**src/rtl/shift_add_mult_ctrl.sv**
```systemverilog
// shift_add_mult_ctrl: sequential unsigned shift-and-add multiplier controller.
// Drives an external N-bit combinational adder with {A, Q[0] ? M : 0} once per
// multiplier bit and shifts the adder result (carry included) back into {A,Q}.
// After N passes the 2N-bit product is latched and a one-cycle done is raised.
module shift_add_mult_ctrl #(
    parameter int N = 64
) (
    input  logic           clk,
    input  logic           rst,
    input  logic           start,
    input  logic [N-1:0]   multiplicand,
    input  logic [N-1:0]   multiplier,
    output logic           busy,
    output logic           done,
    output logic [2*N-1:0] product,
    output logic [N-1:0]   add_a,
    output logic [N-1:0]   add_b,
    input  logic [N-1:0]   add_sum,
    input  logic           add_cout
);

    localparam int CW = $clog2(N + 1);
    localparam logic [CW-1:0] LAST_CNT = CW'(N - 1);

    typedef enum logic [1:0] {
        IDLE = 2'd0,
        RUN  = 2'd1,
        DONE = 2'd2
    } state_t;

    state_t           state_q, state_d;
    logic [N-1:0]     m_q, m_d;
    logic [N-1:0]     a_q, a_d;
    logic [N-1:0]     q_q, q_d;
    logic [CW-1:0]    cnt_q, cnt_d;
    logic [2*N-1:0]   product_q, product_d;

    logic             last_pass;
    assign last_pass = (cnt_q == LAST_CNT);

    // State register
    always_ff @(posedge clk) begin
        if (rst) begin
            state_q <= IDLE;
        end else begin
            state_q <= state_d;
        end
    end

    // Next-state: IDLE waits for start, RUN lasts N passes, DONE lasts one cycle
    always_comb begin
        state_d = state_q;
        case (state_q)
            IDLE:    if (start) state_d = RUN;
            RUN:     if (last_pass) state_d = DONE;
            DONE:    state_d = IDLE;
            default: state_d = IDLE;
        endcase
    end

    // Datapath registers; reset discards any in-flight operation and the product
    always_ff @(posedge clk) begin
        if (rst) begin
            m_q       <= '0;
            a_q       <= '0;
            q_q       <= '0;
            cnt_q     <= '0;
            product_q <= '0;
        end else begin
            m_q       <= m_d;
            a_q       <= a_d;
            q_q       <= q_d;
            cnt_q     <= cnt_d;
            product_q <= product_d;
        end
    end

    // Datapath update: operand capture in IDLE, one shift-add pass per RUN cycle
    always_comb begin
        m_d       = m_q;
        a_d       = a_q;
        q_d       = q_q;
        cnt_d     = cnt_q;
        product_d = product_q;
        case (state_q)
            IDLE: begin
                if (start) begin
                    m_d   = multiplicand;
                    q_d   = multiplier;
                    a_d   = '0;
                    cnt_d = '0;
                end
            end
            RUN: begin
                // Carry-out becomes the accumulator MSB, so nothing is lost
                a_d   = {add_cout, add_sum[N-1:1]};
                q_d   = {add_sum[0], q_q[N-1:1]};
                cnt_d = cnt_q + CW'(1);
                if (last_pass) begin
                    product_d = {add_cout, add_sum, q_q[N-1:1]};
                end
            end
            default: ;
        endcase
    end

    // Outputs: adder operands are only non-zero while running
    always_comb begin
        busy  = 1'b0;
        done  = 1'b0;
        add_a = '0;
        add_b = '0;
        case (state_q)
            RUN: begin
                busy  = 1'b1;
                add_a = a_q;
                add_b = q_q[0] ? m_q : '0;
            end
            DONE: begin
                busy = 1'b1;
                done = 1'b1;
            end
            default: ;
        endcase
    end

    assign product = product_q;

endmodule

```
**config.mk**
```make
export PLATFORM = sky130hd
export DESIGN_NAME = shift_add_mult_ctrl
export DESIGN_NICKNAME = d
export VERILOG_FILES = /design/src/rtl/shift_add_mult_ctrl.sv
export SDC_FILE = /design/constraint.sdc
export NUM_CORES = 1
export LEC_CHECK = 0
export ABC_AREA = 1
export BUFFER_PORTS_ARGS = -buffer_cell sky130_fd_sc_hd__buf_2
export CAP_MARGIN = 0
export CORE_UTILIZATION = 40
export DETAILED_ROUTE_END_ITERATION = 12
export GPL_ROUTABILITY_DRIVEN = 0
export HOLD_SLACK_MARGIN = 0.06
export PLACE_DENSITY = 0.66
export REMOVE_ABC_BUFFERS = 1
export SLEW_MARGIN = 5
export SYNTH_ARGS = -nofsm -noshare
export SYNTH_HDL_FRONTEND = slang
export SYNTH_SLANG_ARGS = --single-unit
```
**constraint.sdc**
```tcl
create_clock -name clk -period 4.29 [get_ports clk]
set_clock_uncertainty 0.15 [all_clocks]
set_input_delay 0.2145 -clock clk [delete_from_list [all_inputs] [get_ports clk]]
set_output_delay 0.2145 -clock clk [all_outputs]
set_load 0.01 [all_outputs]
```
==> impl_metrics.csv <==
group,metric,value,unit
drt,wl_per_cell,15.6,um
timing,period_needed,3.20,ns
global_route,grt_pass1_wl,67.5,mm
synthesis,ys_types,20,
finish,utilization,57.9,%
global_route,grt.overflow.total,0,
clock_tree,cts_setup_buffers,0,
clock_tree,cts.sinks,329,
place,post-place-ws,1.37,ns
global_route,grt_antenna_before_repair,1,
timing,final_hold_viol_count,0,
timing,setup_viol,0,
timing,relSlewSlack,25.1,%
synthesis,yosys-top-cells-area,"dfxtp_1, nand2_1, a21oi_1, o21ai_0, nor2_1",
synthesis,synth_top_area_cell,"dfxtp_1",
synthesis,syn_area_per_cell,7.37,sq um
finish,nets,2514,
worst_setup_path,crit_fanout,128,
synthesis,ys_ff_latch,329,
power,power.share.combinational,10.6,%
floorplan,die_area,33000,sq um
hold_path,hp-class,"reg2reg",
drt,drc,0,
synthesis,synth-seq-area-share,51.0,%
finish,regArea,6590,sq um
global_route,grt_pass1_vias,13400,
timing,period_share,74.6,%
power,vdd_ir_drop_max,250,uV
power,p_per_area,393,nW/um^2
clock_tree,cts_resized,0,
worst_setup_path,slowest_delay,0.81,ns
drt,drtIter0Drc,811,
global_route,grt_max_degree,130,
timing,fmax,0.313,GHz
power,leakagePower,8.73,nW
hold_path,hold_depth,2,
clock_tree,root_buffer,"clkbuf_16",
worst_setup_path,crit_buf_inv,3,
synthesis,yosysMostFrequentCell,"nand2_1",
clock_tree,numCtsBuffers,37,
worst_setup_path,end_kind,"register",
floorplan,coreArea,31600,sq um
clock_tree,clock_latency,0.51,ns
drt,wl,42.9,mm
place,io_buffers,453,
worst_setup_path,rr_startpoint,"state_q[1]",
worst_setup_path,regToRegEndpoint,"q_q[63]",
finish,fillers,2860,
timing,drv_slew,0,
power,power_frac_clock,43.9,%
drt,drtPass1Iterations,5,
hold_path,whs_endpoint,"m_q[48]",
worst_setup_path,reg2regPathDepth,8,
finish,area_growth,41.8,%
finish,drive_gt1_share,22.9,%
synthesis,ys_top_cells_by_count,"nand2_1, dfxtp_1, nor2_1, a21oi_1, o21ai_0",
timing,rsz0062_at_grt,"no",
worst_setup_path,worstPathRequired,4.59,ns
floorplan,die_w,182,um
worst_setup_path,critPathLaunchType,"register",
floorplan,initial_core_util,40.8,%
power,power_switching,1.77,mW
synthesis,netlist_instances,1753,
worst_setup_path,critPathTopFamily,"buffers and inverters",
timing,tightest_slew,1.12,ns
power,seqPwrFrac,45.5,%
clock_tree,cts_buffer_depth,3,
power,sw_frac_of_total,24.6,%
floorplan,row_count,65,
worst_setup_path,crit_chain,"inv_1 > ha_4 > nand2_1 > nand2_4 > buf_4 > o21ai_0 > a31oi_1 > dlygate4sd3_1",
clock_tree,htreeDepth,2,
drt,via_per_inst,5.00,
power,p_int,5.43,mW
timing,timing.hold.ws,0.302,ns
worst_setup_path,r2r_setup_slack,1.09,ns
floorplan,fp.dieH,182,um
floorplan,pin_count,454,
clock_tree,cts_tree,"yes",
drt,ant_nets,0,
timing,setup_slack,1.09,ns
clock_tree,clk_transition_reported_paths,0.06,ns
synthesis,netlist_area,12900,sq um
synthesis,ys.warnings.count,0,
clock_tree,postCtsHoldBufs,196,
synthesis,yosysTopAreaCellShare,51.0,%
worst_setup_path,critical_path_class,"reg2reg",
worst_setup_path,slowest_stage,"buf_4",
place,hpwlAfterDp,26.2,mm
global_route,grt_usage,25.1,%
synthesis,synth_edf_count,0,
hold_path,min_from,"m_q[48]",
job,max_cap_violations,0,
synthesis,synth_ff_type,"dfxtp_1",
status,status,"complete, no violations",
worst_setup_path,crit_arrival,3.50,ns
drt,vias,13700,
synthesis,synth-async-reset-ratio,0,%
finish,multi_input_area,5100,sq um
placed cells by master, fill, tap and decap left out, types with 3 or more instances in the layout:
cell type      instances
dfxtp_1              329
nand2_1              402
clkinv_2               9
ha_1                   3
dlygate4sd3_1        196
clkbuf_1               8
o21ai_1               20
inv_1                138
nand3_1               68
buf_4                 14
a31oi_1               64
a21oi_1              199
clkbuf_16             39
buf_2                452
o21ai_0              175
clkbuf_8               7
nor2_1               201
final cells by class:
cell class                 count  area share, %
inverter                     142           2.94
clock buffer                  54           6.02
sequential                   329           36.0
tap                          402           2.75
clock inverter                13          0.683
timing repair buffer         663           23.7
antenna                        2         0.0273
multi-input combinational   1141           27.9
kinds of logic (layout without fill, tap and decap cells):
| logic type | after synthesis | in the layout | share of synthesized area (%) |
|---|---|---|---|
| AO/OA/AOI/OAI | 459 | 459 | 18.4 |
| adder cells (fa/ha/maj) | 4 | 4 | 0.387 |
| buffers and inverters | 283 | 872 | 9.77 |
| flip-flops | 329 | 329 | 51.0 |
| other | 0 | 2 | 0 |
| AND/OR/NAND/NOR | 678 | 678 | 20.4 |
state kept, by name (all words and copies together) (netlist names):
register,flops
cnt_q,7
state_q,2
product,128
q_q,64
a_q,64
m_q,64
through the flow:
step                power [mW]  instances  instance area, sq um  setup TNS (ns)
floorplan                 3.67       1612                 12200        -1486.35
global placement          3.93       2481                 15100               0
detailed placement        3.95       2481                 15100               0
CTS                       7.26       2744                 18300               0
global route              7.49       2745                 18300               0
finish                    7.20       2746                 18300               0
how the worst max path moves through the flow:
stage	from	to	slack [ns]	depth (start not counted)
2_1_floorplan	state_q[1]	product[102]	-7.30	7
6_report	state_q[1]	q_q[63]	1.09	8
4_1_cts	state_q[1]	add_b[50]	1.14	6
3_5_place_dp	state_q[1]	product[63]	1.37	8
5_1_grt	state_q[1]	q_q[63]	0.87	8
3_3_place_gp	state_q[1]	product[73]	1.45	8
power by group through the flow:
stage | clock, mW | combinational (mW) | sequential (mW)
after floorplan | 0 | 0.353 | 3.32
final | 3.16 | 0.762 | 3.28
after global routing | 3.36 | 0.841 | 3.29
after detailed placement | 0 | 0.608 | 3.34
after CTS | 3.24 | 0.754 | 3.27
after global placement | 0 | 0.597 | 3.34
routing by layer:
metal	share of wire, %	vias up	track usage [%]
met5	0	-	0
met4	4.3	0	11.6
met3	8.0	108	6.08
met2	47	569	44.3
met1	40	6300	28.4
li1	-	6765	-
worst register-to-register path, delay by kind of cell, from the launching register on:
family,cells,cell delay [ns]
adders and majority gates,1,0.43
and+or+nand+nor,2,0.31
DFF,1,0.32
AOI/OAI and AO/OA,2,0.43
buffers and inverters,3,1.51
No activity file was read; power rests on OpenSTA's default activity.
